===== src/rtl/seq_pattern_det_if.sv =====
// Bundle of the serial-detector signals: line-side inputs from the master,
// match flag / pulse / counter back from the detector (slave).
//
// Handshake: a bit on 'in' is consumed on every rising clk edge where
// in_valid is 1; there is no backpressure, so the detector is always ready.
// overlap and clr_count are sampled on every edge.
interface seq_pattern_det_if #(
    parameter int CNT_W = 8
);
    logic             in_valid;
    logic             in;
    logic             overlap;
    logic             clr_count;
    logic             out;
    logic             match_pulse;
    logic [CNT_W-1:0] match_count;

    modport master (
        output in_valid, in, overlap, clr_count,
        input  out, match_pulse, match_count
    );

    modport slave (
        input  in_valid, in, overlap, clr_count,
        output out, match_pulse, match_count
    );
endinterface


===== src/rtl/seq_pattern_det.sv =====
// Parametrised serial pattern detector (Moore). State s = number of leading
// PATTERN bits currently matched (0..LEN). The transition table is the
// KMP automaton of PATTERN, built entirely at elaboration time.
// With the default 3'b101 pattern, states 0/1/2/3 are the legacy A/B/C/D.
module seq_pattern_det #(
    parameter int             LEN     = 3,
    parameter logic [LEN-1:0] PATTERN = 3'b101,
    parameter int             CNT_W   = 8,
    localparam int            SW      = $clog2(LEN + 1)
) (
    input  logic                clk,
    input  logic                reset,
    seq_pattern_det_if.slave    bus,
    output logic [SW-1:0]       dbg_state_o
);

    if (LEN < 1 || LEN > 32) begin : g_bad_len
        $fatal(1, "seq_pattern_det: LEN must be in 1..32");
    end

    localparam logic [SW-1:0]    LEN_S   = SW'(LEN);
    localparam logic [CNT_W-1:0] CNT_MAX = '1;

    // Longest prefix of PATTERN that is a suffix of (first s pattern bits, b).
    // Pattern bit i (i = 0 is sent first) lives at PATTERN[LEN-1-i].
    function automatic int kmp_next(input int s, input logic b);
        int   n;
        int   k_max;
        int   m;
        int   res;
        logic ok;
        logic done;
        logic sb;
        n     = s + 1;
        k_max = (n > LEN) ? LEN : n;
        res   = 0;
        done  = 1'b0;
        for (int k = k_max; k >= 1; k--) begin
            if (!done) begin
                ok = 1'b1;
                for (int j = 0; j < k; j++) begin
                    m  = n - k + j;
                    sb = (m < s) ? PATTERN[LEN-1-m] : b;
                    if (PATTERN[LEN-1-j] != sb) ok = 1'b0;
                end
                if (ok) begin
                    res  = k;
                    done = 1'b1;
                end
            end
        end
        return res;
    endfunction

    // Longest proper prefix of PATTERN that is also a suffix of it.
    function automatic int fail_len();
        int   res;
        logic ok;
        res = 0;
        for (int k = 1; k < LEN; k++) begin
            ok = 1'b1;
            for (int j = 0; j < k; j++) begin
                if (PATTERN[LEN-1-j] != PATTERN[k-1-j]) ok = 1'b0;
            end
            if (ok) res = k;
        end
        return res;
    endfunction

    localparam int FAIL = fail_len();

    // Row LEN holds the overlapping continuation (restart from FAIL);
    // non-overlap mode reuses row 0 instead.
    logic [SW-1:0] nxt_tab [0:LEN][0:1];

    for (genvar gs = 0; gs <= LEN; gs++) begin : g_row
        for (genvar gb = 0; gb < 2; gb++) begin : g_col
            localparam int SRC = (gs == LEN) ? FAIL : gs;
            localparam int NXT = kmp_next(SRC, 1'(gb));
            assign nxt_tab[gs][gb] = SW'(NXT);
        end
    end

    logic [SW-1:0]    state_q;
    logic [SW-1:0]    state_d;
    logic [SW-1:0]    row_sel;
    logic             pulse_q;
    logic             hit;
    logic [CNT_W-1:0] count_q;
    logic [CNT_W-1:0] count_d;

    // Next state from the table; a full match in non-overlap mode restarts at 0.
    always_comb begin
        row_sel = state_q;
        if (state_q == LEN_S && !bus.overlap) row_sel = '0;
        state_d = nxt_tab[row_sel][bus.in];
        hit     = bus.in_valid && (state_d == LEN_S);
    end

    // Saturating match counter; clear wins over a coincident increment.
    always_comb begin
        count_d = count_q;
        if (bus.clr_count) begin
            count_d = '0;
        end else if (hit && count_q != CNT_MAX) begin
            count_d = count_q + 1'b1;
        end
    end

    // State, pulse and counter registers with synchronous reset.
    always_ff @(posedge clk) begin
        if (reset) begin
            state_q <= '0;
            pulse_q <= 1'b0;
            count_q <= '0;
        end else begin
            if (bus.in_valid) state_q <= state_d;
            pulse_q <= hit;
            count_q <= count_d;
        end
    end

    assign bus.out         = (state_q == LEN_S);
    assign bus.match_pulse = pulse_q;
    assign bus.match_count = count_q;
    assign dbg_state_o     = state_q;

endmodule


===== src/flat_wrapper.sv =====
// flat-port wrapper written by rule: the top's interface ports become plain ports
module seq_pattern_det_flat 
#(
    parameter int             LEN     = 3,
    parameter logic [LEN-1:0] PATTERN = 3'b101,
    parameter int             CNT_W   = 8,
    localparam int            SW      = $clog2(LEN + 1)
)
  (clk, reset, dbg_state_o, bus_in_valid, bus_in, bus_overlap, bus_clr_count, bus_out, bus_match_pulse, bus_match_count);
  seq_pattern_det_if #(.CNT_W(CNT_W)) bus_i ();
  input  logic clk;
  input  logic reset;
  output logic [SW-1:0] dbg_state_o;
  input wire logic [$bits(bus_i.in_valid)-1:0] bus_in_valid;
  input wire logic [$bits(bus_i.in)-1:0] bus_in;
  input wire logic [$bits(bus_i.overlap)-1:0] bus_overlap;
  input wire logic [$bits(bus_i.clr_count)-1:0] bus_clr_count;
  output wire logic [$bits(bus_i.out)-1:0] bus_out;
  output wire logic [$bits(bus_i.match_pulse)-1:0] bus_match_pulse;
  output wire logic [$bits(bus_i.match_count)-1:0] bus_match_count;
  assign bus_i.in_valid = bus_in_valid;
  assign bus_i.in = bus_in;
  assign bus_i.overlap = bus_overlap;
  assign bus_i.clr_count = bus_clr_count;
  assign bus_out = bus_i.out;
  assign bus_match_pulse = bus_i.match_pulse;
  assign bus_match_count = bus_i.match_count;
  seq_pattern_det #(.LEN(LEN), .PATTERN(PATTERN), .CNT_W(CNT_W)) u_core (.clk(clk), .reset(reset), .bus(bus_i), .dbg_state_o(dbg_state_o));
endmodule

===== config.mk =====
export PLATFORM = sky130hd
export DESIGN_NAME = seq_pattern_det_flat
export DESIGN_NICKNAME = d
export VERILOG_FILES = /design/src/rtl/seq_pattern_det_if.sv /design/src/rtl/seq_pattern_det.sv /design/src/flat_wrapper.sv
export SDC_FILE = /design/constraint.sdc
export NUM_CORES = 1
export LEC_CHECK = 0
export CAP_MARGIN = 20
export CORE_MARGIN = 2
export CORE_UTILIZATION = 30
export DETAILED_ROUTE_END_ITERATION = 10
export PLACE_DENSITY = 0.6
export SETUP_SLACK_MARGIN = 0.4
export SKIP_CTS_REPAIR_TIMING = 1
export SLEW_MARGIN = 20
export SYNTH_ARGS = -nofsm -noshare
export SYNTH_HDL_FRONTEND = slang
export SYNTH_SLANG_ARGS = --single-unit

===== constraint.sdc =====
create_clock -name clk -period 2.4 [get_ports clk]
set_input_delay 0.48 -clock clk [delete_from_list [all_inputs] [get_ports clk]]
set_output_delay 0.48 -clock clk [all_outputs]
set_load 0.05 [all_outputs]

# Word-level counts from Yosys, hierarchy flattened
# Cells that the tools add are included.
# classes
mux	7
n_bitwise	2
n_addsub	1
magnitude_cmp	2
reduce_logical	5
eq_ne	3
# op_table
operator	count
8-bit by 1-bit adder with 8-bit output (second input constant)	1
4-bit binary-select mux with 2-bit select	1
2-bit 2-to-1 mux	4
4-bit 2-to-1 mux	2
8-bit != test (second input constant)	1
2-bit == test (second input constant)	2
3-bit greater-or-equal comparator (second input constant)	1
1-bit logical AND	3
2-bit NOT with 3-bit output	1
2-bit greater-or-equal comparator (second input constant)	1
1-bit NOT with 2-bit output	1
2-bit OR reduction	1
1-bit zero test	1
# totals
out_inout_bits	12
in_bits	6
register_bits	11

# Depth between registers and ports, before layout
# Gate-level depths: netlist (run 1).
# depth
ltp_word	13
ltp_mapped	5

# Least setup slack after synthesis (run 1)
# Ideal clock, no wire load.
# synth_path
path_type	reg2reg
startpoint	register u_core.count_q[0], in the netlist u_core.bus.match_count[0]
endpoint	register u_core.count_q[6], in the netlist u_core.bus.match_count[6]
required_time_ns	2.276
path_slack_ns	0.704
synth_period_minus_slack_ns	1.696
setup_ns	0.124
t_arrival_ns	1.572
path_stages_with_launch	6
cell_sequence	dfxtp_1 > ha_1 > nand3_1 > and4bb_1 > xnor2_1 > nor2_1
# synth_via
elab_chain_len	2
elab_cells_between_ends	3
cone_classes	1 x add/sub; 1 x eq/ne; 1 x reduce/logical
# synth_rtl
element	line	rtl
start, declared	seq_pattern_det.sv:89	logic [CNT_W-1:0] count_q;
start signal, assigned	seq_pattern_det.sv:119	count_q <= count_d;
parallel branches: the longest is 2 deep, another holds 8-bit by 1-bit adder with 8-bit output	n/a	
# Several ways; the timed one is not identified.
# A chain may end at the register's enable or synchronous reset.

# Worst setup path after layout (run 1)
# layout_path
startpoint	register u_core.count_q[7], in the netlist u_core.bus.match_count[7]
endpoint	output port bus_match_count[7]
# layout_rtl
element	line	rtl
end, declared	flat_wrapper.sv:20	output wire logic [$bits(bus_i.match_count)-1:0] bus_match_count;
# No word-level cell between the ends.

==> results of run 1 <==
==> layout by cell type, fill, tap and decap left out, types with 2 or more instances in the layout <==
| master | instances |
|---|---|
| clkbuf_4 | 3 |
| clkdlybuf4s50_1 | 8 |
| dlymetal6s2s_1 | 9 |
| o211ai_1 | 2 |
| mux2i_1 | 2 |
| and2_1 | 2 |
| dfxtp_1 | 11 |
| nor2_1 | 10 |
| xor2_1 | 6 |
| o2111ai_1 | 2 |
==> worst min-delay path by stage <==
stage	from	end	slack (ns)
floorplan	reset	u_core.bus.match_pulse	0.55
global placement	u_core.bus.match_count[7]	u_core.bus.match_count[7]	0.54
global route	u_core.bus.match_count[7]	u_core.bus.match_count[7]	0.62
detailed placement	u_core.bus.match_count[7]	u_core.bus.match_count[7]	0.55
CTS	u_core.bus.match_count[7]	u_core.bus.match_count[7]	0.57
finish	u_core.bus.match_count[7]	u_core.bus.match_count[7]	0.56
==> state kept, by name, indices dropped and copies added, names as in the netlist <==
name,cells
u_core.dbg_state_o,2
u_core.bus.match_pulse,1
u_core.bus.match_count,8
==> cell type report <==
type | count | area share
tap | 17 | 0.0282
timing repair buffer | 17 | 0.256
inverter | 1 | 0.00498
clock buffer | 4 | 0.0349
sequential | 11 | 0.292
multi-input combinational | 40 | 0.384
==> per-layer routing <==
layer	vias to the layer above	track usage	share of wire
li1	232	-	-
met1	189	0.153	0.48
met2	19	0.169	0.43
met3	2	0.0595	0.078
met4	0	0.0514	0.012
met5	-	0	0
==> through the flow <==
stage                     hold slack, ns  worst slack [ns]  total power [mW]  instance area, sq um
after floorplan                    0.552             0.704             0.203                   524
after global placement             0.541             0.509             0.217                   704
after detailed placement           0.550             0.474             0.217                   704
after CTS                          0.567             0.286             0.346                   731
after global routing               0.617             0.405             0.353                   753
final                              0.560             0.453             0.338                   753
==> kinds of logic after synthesis <==
family          Yosys count  share of synthesized area
mux                       3                     0.0597
xor+xnor                  7                      0.117
flops                    11                      0.420
compound gates            7                      0.105
fa+ha+maj                 1                     0.0239
simple gates             22                      0.246
buf+inv                   3                     0.0286
==> power breakdown <==
part / total (mW) / switching (mW) / internal [mW]
Clock: 0.125 / 0.0611 / 0.0644
Combinational: 0.0264 / 0.0131 / 0.0133
Sequential: 0.186 / 0.00189 / 0.184
Total: 0.338 / 0.0761 / 0.262
==> summary.txt, run 1 <==
Clock network
  – CTS tree: built
  – CTS root buf: clkbuf_4
  – H-tree levels: 1
  – Worst-path clk slew: 0.07 ns
  – TritonCTS Buffers: 3
  – Clock Path Buffers: 2
  – CTS sink cnt: 11
  – Clock latency on the worst-skew pair: 0.27 ns

Logic synthesis
  – Syn nets: 61
  – Top cells by count, synth: dfxtp_1 (11), nor2_1 (10), xor2_1 (6)
  – Seq/Total Area, Yosys: 0.420
  – Syn_area_per_cell: 9.71 sq um
  – Syn. warnings: 0
  – Post-synth top area cell: dfxtp_1
  – Synth async-reset ratio: 0
  – Post-synth EDFFs: 0
  – Most used DFF post-synth: dfxtp_1
  – Leading post-synthesis cells by cell area: dfxtp_1 (42%), xor2_1 (10%), nor2_1 (7.2%)
  – Mapped Area: 524 sq um
  – Syn Inst Count: 54
  – Share of the synthesized area in the top cell type: 0.420
  – Synth cell types: 26
  – Top-count cell post-synth: dfxtp_1
  – Number of synthesized register bits: 11

Floorplan
  – Die width: 45.8 um
  – Die Ht: 45.8 um
  – IO Pins: 18
  – Initial Util: 0.310
  – Cell Rows: 15
  – Core Region: 1690 sq um
  – Die ar.: 2100 sq um

Drt
  – DRC: 0
  – DR vias/cell: 4.91
  – WL per Instance: 11.6 um
  – Routed Antenna Nets: 0
  – Initial DRC count: 5
  – Routed vias: 442
  – Final wirelength: 1040 um
  – Drt pass-1 iters: 3

Setup path
  – Critical path class: reg2out
  – Setup crit end kind: output port
  – Critical Path AT: 1.47 ns
  – Critical Path Start Type: flop
  – R2r startpoint: u_core.bus.match_count[0]
  – Family with the most delay on the worst path: buffers and inverters
  – Reg2Reg Capture Point: u_core.bus.match_count[7]
  – Instance count on the critical path: 1
  – R2R cell count: 5
  – Worst path cell trace: clkdlybuf4s50_1
  – Crit Path Max Fanout: 3
  – Critical path required time: 1.92 ns
  – FF-to-FF setup slack: 1.00 ns
  – CP Capture Point: bus_match_count[7]
  – Crit path launch: u_core.bus.match_count[7]
  – WP buf/inv: 1
  – Worst stage delay on the critical path: 0.82 ns
  – Slowest CP cell: clkdlybuf4s50_1

STA
  – Slew @ Worst Pin: 0.506 ns
  – Skew final: 0.00223 ns
  – Ratio of final minimum period to clock period: 0.811
  – RSZ-0062 raised after global routing: false
  – Tmin final: 1.95 ns
  – Max Clock Freq: 514 MHz
  – Setup TNS: 0 ns
  – Worst rel slew slack: 0.662
  – Hold Vio Cnt, Final: 0
  – Final setup vio count: 0
  – Max Slew Vio Count: 0

GRT
  – Largest net degree at the start of global routing: 9
  – GR Util All Layers: 0.120
  – GRT overflow: 0
  – First-pass GRT wire length: 1770 um
  – Vias in the first global route: 402
  – Initial antenna violation count: 0

Layout
  – Area grow syn2layout: 43.7%
  – Layout cells sized above 1: 0.0959
  – Final Util: 0.446
  – Area of the multi-input gates: 289 sq um
  – Reg area: 220 sq um
  – Final nets: 81
  – Non-Filler Instances: 90
  – Inserted Diodes: 0
  – Fill count: 171

Pwr
  – Leakage power: 0.446 nW
  – VDD IR-drop max: 297 uV
  – Power per standard cell area: 448 nW/um^2

Placed design
  – I/O Buffers: 17
  – GPL Wtd Cong: 0.666
  – Dpl cells: 86
  – Detailed placer's ending HPWL: 745 um

Status
  – Status: finished, final reports clean

Worst hold path
  – Worst Hold Class: reg2reg
  – WHS Path Cells: 2

Run
  – Max Cap Viol: 0
Note: power is estimated with default switching activity, not from simulation.
==> run 2: changes to the inputs <==
PLACE_DENSITY = 0.62   (was 0.6)
clock period = 1.65 ns   (was 2.4 ns; I/O delays follow)
==> run 2 against run 1 <==
Combinational power up 58%. Clock power up 45%. Wire length up 3.3%. Worst setup slack worse by 0.058 ns. Clock-buffer cell count unchanged. Register-to-register slack worse by 0.58 ns. Sequential cell count unchanged. Via count up 4.1%. First-iteration DRC count up 120%. Sequential share of layout area up 1.3 points. Clock skew about the same. Critical endpoint is now bus_out. Final cell count up 3.3%.
==> summary.txt, run 2 (synthesis results as in run 1) <==
Layout
  – Most common cell after layout, fill and taps aside: buf_4 (was dfxtp_1)
  – Layout cells sized above 1: 0.500 (was 0.0959)
  – Number of flip-flops in the largest register: 8 (unchanged)
  – Inserted Diodes: 0 (unchanged)
  – Final nets: 84 (was 81)
  – Fin area: 827 sq um (was 753 sq um)
  – Area grow syn2layout: 57.8% (was 43.7%)
  – Non-Filler Instances: 93 (was 90)
  – Most frequent cells in the layout: buf_4 (13), nor2_1 (10), dfxtp_4 (8) (was dfxtp_1 (11), nor2_1 (10), dlymetal6s2s_1 (9))

Setup path
  – Slowest CP cell: dfxtp_4 (was clkdlybuf4s50_1)
  – Crit Path Max Fanout: 5 (was 3)
  – Critical path required time: 1.32 ns (was 1.92 ns)
  – Critical Path AT: 0.93 ns (was 1.47 ns)
  – Setup crit end kind: output port (unchanged)
  – Critical Path Start Type: flop (unchanged)
  – R2r startpoint: u_core.dbg_state_o[0] (was u_core.bus.match_count[0])
  – Family with the most delay on the worst path: flip-flops (was buffers and inverters)
  – Crit path launch: u_core.dbg_state_o[1] (was u_core.bus.match_count[7])
  – Worst stage delay on the critical path: 0.36 ns (was 0.82 ns)
  – Worst path cell trace: and2_4 -> buf_12 (was clkdlybuf4s50_1)
  – WP buf/inv: 1 (unchanged)
  – Critical path class: reg2out (unchanged)

Drt
  – Routed Antenna Nets: 0 (unchanged)
  – WL per Instance: 11.6 um (about the same)
  – DR vias/cell: 4.95 (was 4.91)
  – Drt pass-1 iters: 4 (was 3)
  – Initial DRC count: 11 (was 5)
  – DRC: 0 (unchanged)
  – Final wirelength: 1080 um (was 1040 um)
  – Routed vias: 460 (was 442)

STA
  – RSZ-0062 raised after global routing: true (was false)
  – Final setup vio count: 0 (unchanged)
  – Max Clock Freq: 797 MHz
  – Tmin final: 1.26 ns
  – Max Slew Vio Count: 0 (unchanged)
  – Skew final: 0.00237 ns (was 0.00223 ns)
  – Ratio of final minimum period to clock period: 0.761
  – Slew @ Worst Pin: 0.188 ns (was 0.506 ns)
  – Hold Vio Cnt, Final: 0 (unchanged)
  – Worst rel slew slack: 0.874 (was 0.662)

GRT
  – Largest net degree at the start of global routing: 9 (unchanged)
  – Initial antenna violation count: 0 (unchanged)
  – GRT overflow: 0 (unchanged)
  – GR Util All Layers: 0.120 (about the same)
  – First-pass GRT wire length: 1720 um (was 1770 um)
  – Vias in the first global route: 389 (was 402)

Pwr
  – Leakage power: 0.352 nW (was 0.446 nW)
  – VDD IR-drop max: 249 uV (was 297 uV)
  – Power per standard cell area: 583 nW/um^2 (was 448 nW/um^2)

Floorplan
  – Initial Util: 0.310 (unchanged)
  – Cell Rows: 15 (unchanged)
  – Core Region: 1690 sq um (unchanged)
  – Die width: 45.8 um (unchanged)
  – IO Pins: 18 (unchanged)
  – Die Ht: 45.8 um (unchanged)
  – Die ar.: 2100 sq um (unchanged)

Clock network
  – CTS root buf: clkbuf_4 (unchanged)
  – TritonCTS Buffers: 3 (unchanged)
  – CTS sink cnt: 11 (unchanged)
  – CTS tree: built (unchanged)
  – Clock latency on the worst-skew pair: 0.26 ns (was 0.27 ns)
  – H-tree levels: 1 (unchanged)
  – Worst-path clk slew: 0.07 ns (about the same)
  – Clock Path Buffers: 2 (unchanged)

Run
  – Max Cap Viol: 0 (unchanged)

Worst hold path
  – Worst Hold Class: in2reg (was reg2reg)
  – Hold_sp: bus_in (was u_core.bus.match_count[7])

Placed design
  – Detailed placer's ending HPWL: 826 um (was 745 um)
  – I/O Buffers: 17 (unchanged)
  – GPL Wtd Cong: 0.722 (was 0.666)
  – Dpl cells: 88 (was 86)
  – Placed Area: 759 sq um (was 704 sq um)

Status
  – Status: finished, final reports clean (unchanged)
==> run 2: changes by cell type in the layout (fill, tap and decap cells not counted), sizes merged <==
cell           change
buf               +15
clkdlybuf4s50      -5
dlymetal6s2s       -7
==> run 2: worst paths after layout <==
check             depth (start not counted)  slack, ns                        end
setup / recovery                          2       0.39                    bus_out
hold / removal                            4       0.45      u_core.dbg_state_o[0]
setup reg to reg                          4       0.42  u_core.bus.match_count[6]
hold reg to reg                           2       0.53      u_core.dbg_state_o[1]
==> run 2: cell type report <==
type	instances	area (sq um)
clock buffer	4	26.3
fill	162	862
inverter	1	3.75
multi-input combinational	40	339
sequential	11	253
tap	17	21.3
timing repair buffer	20	184
==> run 2: layer usage <==
metal,global-route usage,part of all wire
met1,0.160,0.49
met3,0.0357,0.030
met5,0,0
met2,0.161,0.45
met4,0.0857,0.024
==> run 2: stage by stage <==
| step | util | total power, mW | hold WS, ns | setup TNS [ns] | setup WS, ns |
|---|---|---|---|---|---|
| floorplan | - | 0.283 | 0.393 | 0 | 0.367 |
| finish | 0.490 | 0.482 | 0.454 | 0 | 0.395 |
| global route | 0.490 | 0.508 | 0.475 | 0 | 0.370 |
| detailed placement | 0.450 | 0.307 | 0.512 | -0.145 | -0.0538 |
| global placement | 0.450 | 0.307 | 0.505 | -0.0433 | -0.0230 |
| CTS | 0.465 | 0.488 | 0.528 | 0 | 0.225 |
==> run 2: where the power goes <==
group | internal (mW) | leakage (nW) | switching [mW]
combinational | 0.0216 | 0.241 | 0.0200
clock | 0.0935 | 0.0150 | 0.0880
sequential | 0.256 | 0.0962 | 0.00273
==> run 2: worst reg2reg max path, stage by stage, from the launching register on <==
cell,delay (ns)
dfxtp_4,0.36
and4b_2,0.38
and4bb_1,0.23
xnor2_1,0.11
nor2_1,0.05
==> run 3: changes to the inputs <==
PLACE_DENSITY = 0.6   (was 0.62)
clock period = 1.3 ns   (was 1.65 ns; I/O delays follow)
==> run 3 against run 2 <==
Critical endpoint unchanged. Die area is the same. Critical path depth grew 1. Combinational power grew 87%. Final cell count grew 14%. Wire length grew 34%. Sequential share of layout area shrank 7.2 points. Design area grew 34%. Core utilization grew 17 points. Worst hold slack lost 0.068 ns.
==> summary.txt, run 3 (synthesis results as in run 1) <==
Status
  – Status: finished, final reports clean (unchanged)

Setup path
  – Critical path required time: 1.04 ns (was 1.32 ns)
  – Worst path cell trace: buf_6 -> and2_4 -> buf_12 (was and2_4 -> buf_12)
  – Critical Path Start Type: flop (unchanged)
  – Crit Path Max Fanout: 5 (unchanged)
  – Critical Path AT: 1.03 ns (was 0.93 ns)
  – Critical path class: reg2out (unchanged)
  – Setup crit end kind: output port (unchanged)
  – Family with the most delay on the worst path: flip-flops (unchanged)
  – Worst stage delay on the critical path: 0.34 ns (was 0.36 ns)
  – Slowest CP cell: dfxtp_4 (unchanged)
  – WP buf/inv: 2 (was 1)

Drt
  – DRC: 0 (unchanged)
  – DR top layer: met4 (unchanged)
  – Met2 routed WL: 778 um (was 489 um)
  – Drt pass-1 iters: 4 (unchanged)
  – WL per Instance: 13.6 um (was 11.6 um)
  – DR vias/cell: 4.86 (was 4.95)
  – Routed Antenna Nets: 0 (unchanged)
  – Routed vias: 515 (was 460)
  – Final wirelength: 1440 um (was 1080 um)
  – Met1 wire length: 572 um (was 529 um)
  – Met3 wire length: 56 um (was 32 um)
  – Initial DRC count: 7 (was 11)

Pwr
  – VDD IR-drop max: 436 uV (was 249 uV)
  – Power per standard cell area: 570 nW/um^2 (was 583 nW/um^2)
  – Power, Total: 0.632 mW (was 0.482 mW)
  – Leakage power: 0.462 nW (was 0.352 nW)

Floorplan
  – Cell Rows: 15 (unchanged)
  – Die width: 45.8 um (unchanged)
  – Core Region: 1690 sq um (unchanged)
  – Initial Util: 0.310 (unchanged)
  – IO Pins: 18 (unchanged)
  – Die Ht: 45.8 um (unchanged)
  – Die ar.: 2100 sq um (unchanged)

Layout
  – Fill count: 148 (was 162)
  – Number of flip-flops in the largest register: 8 (unchanged)
  – Most frequent cells in the layout: buf_12 (12), nor2_1 (10), buf_4 (10), dfxtp_4 (10) (was buf_4 (13), nor2_1 (10), dfxtp_4 (8))
  – Final Util: 0.656 (was 0.490)
  – Inserted Diodes: 0 (unchanged)
  – Most common cell after layout, fill and taps aside: buf_12 (was buf_4)
  – Area grow syn2layout: 111% (was 57.8%)
  – Layout cells sized above 1: 0.596 (was 0.500)
  – Final nets: 97 (was 84)
  – Non-Filler Instances: 106 (was 93)

GRT
  – Initial antenna violation count: 0 (unchanged)
  – GR Util All Layers: 0.135 (was 0.120)
  – GRT overflow: 0 (unchanged)
  – First-pass GRT wire length: 1930 um (was 1720 um)
  – Largest net degree at the start of global routing: 9 (unchanged)
  – Vias in the first global route: 449 (was 389)

STA
  – Worst rel slew slack: 0.852 (was 0.874)
  – Tmin final: 1.29 ns
  – Final setup vio count: 0 (unchanged)
  – Worst Hold Slack: 0.386 ns (was 0.454 ns)
  – Slew @ Worst Pin: 0.222 ns (was 0.188 ns)
  – Hold Vio Cnt, Final: 0 (unchanged)
  – RSZ-0062 raised after global routing: true (unchanged)
  – Ratio of final minimum period to clock period: 0.988
  – Max Slew Vio Count: 0 (unchanged)
  – Max Clock Freq: 778 MHz
  – Skew final: 0.00358 ns (was 0.00237 ns)

Clock network
  – Clock Path Buffers: 2 (unchanged)
  – CTS sink cnt: 11 (unchanged)
  – TritonCTS Buffers: 3 (unchanged)
  – Worst-path clk slew: 0.07 ns (about the same)
  – H-tree levels: 1 (unchanged)
  – CTS root buf: clkbuf_4 (unchanged)
  – CTS tree: built (unchanged)
  – Clock latency on the worst-skew pair: 0.27 ns (was 0.26 ns)

Placed design
  – Detailed placer's ending HPWL: 898 um (was 826 um)
  – I/O Buffers: 17 (unchanged)
  – GPL Wtd Cong: 0.666 (was 0.722)
  – Dpl cells: 92 (was 88)

Worst hold path
  – Worst Hold Class: in2reg (unchanged)

Run
  – Max Cap Viol: 0 (unchanged)
## run 3: changes by cell type in the layout (fill, tap and decap cells not counted), sizes merged
| cell | previous run | this run |
|---|---|---|
| buf | 15 | 28 |
## run 3: tightest hold or removal path, delay by kind of cell
kind	cells	cell delay (ns)
and+or+nand+nor	1	0.08
buffers and inverters	2	0.23
muxes	1	0.06
## run 3: power by group
part / internal, mW / switching (mW) / leakage (nW)
Sequential: 0.321 / 0.00179 / 0.0973
Combinational: 0.0454 / 0.0327 / 0.350
Clock: 0.119 / 0.112 / 0.0150
Total: 0.485 / 0.147 / 0.462
## run 3: layout make-up
type	count	area, sq um	share of cell area
timing repair buffer	33	438	0.395
clock buffer	4	26.3	0.0237
sequential	11	259	0.234
tap	17	21.3	0.0192
multi-input combinational	40	360	0.325
inverter	1	3.75	0.00339
## run 3: worst paths after layout
path | endpoint | cells past startpoint | from | slack, ns
worst min-delay path | u_core.dbg_state_o[0] | 4 | bus_in | 0.39
worst max-delay path | bus_out | 3 | u_core.dbg_state_o[0] | 0.01
worst max register to register | u_core.bus.match_count[6] | 4 | u_core.dbg_state_o[0] | 0.01
worst min register to register | u_core.bus.match_count[1] | 2 | u_core.bus.match_count[1] | 0.55
## run 3: per-stage QoR
| stage | setup WS, ns | setup TNS, ns | instance area, sq um |
|---|---|---|---|
| after floorplan | 0.0174 | 0 | 592 |
| after global placement | -0.312 | -2.39 | 933 |
| after detailed placement | -0.350 | -2.56 | 933 |
| after CTS | -0.101 | -0.250 | 960 |
| after global routing | -0.0221 | -0.0441 | 1110 |
| final | 0.0150 | 0 | 1110 |
## run 3: per-layer routing
metal / vias to the layer above / track usage
li1: 259 / -
met1: 238 / 0.158
met4: 0 / 0.0629
met2: 14 / 0.200
met5: - / 0
met3: 4 / 0.0754
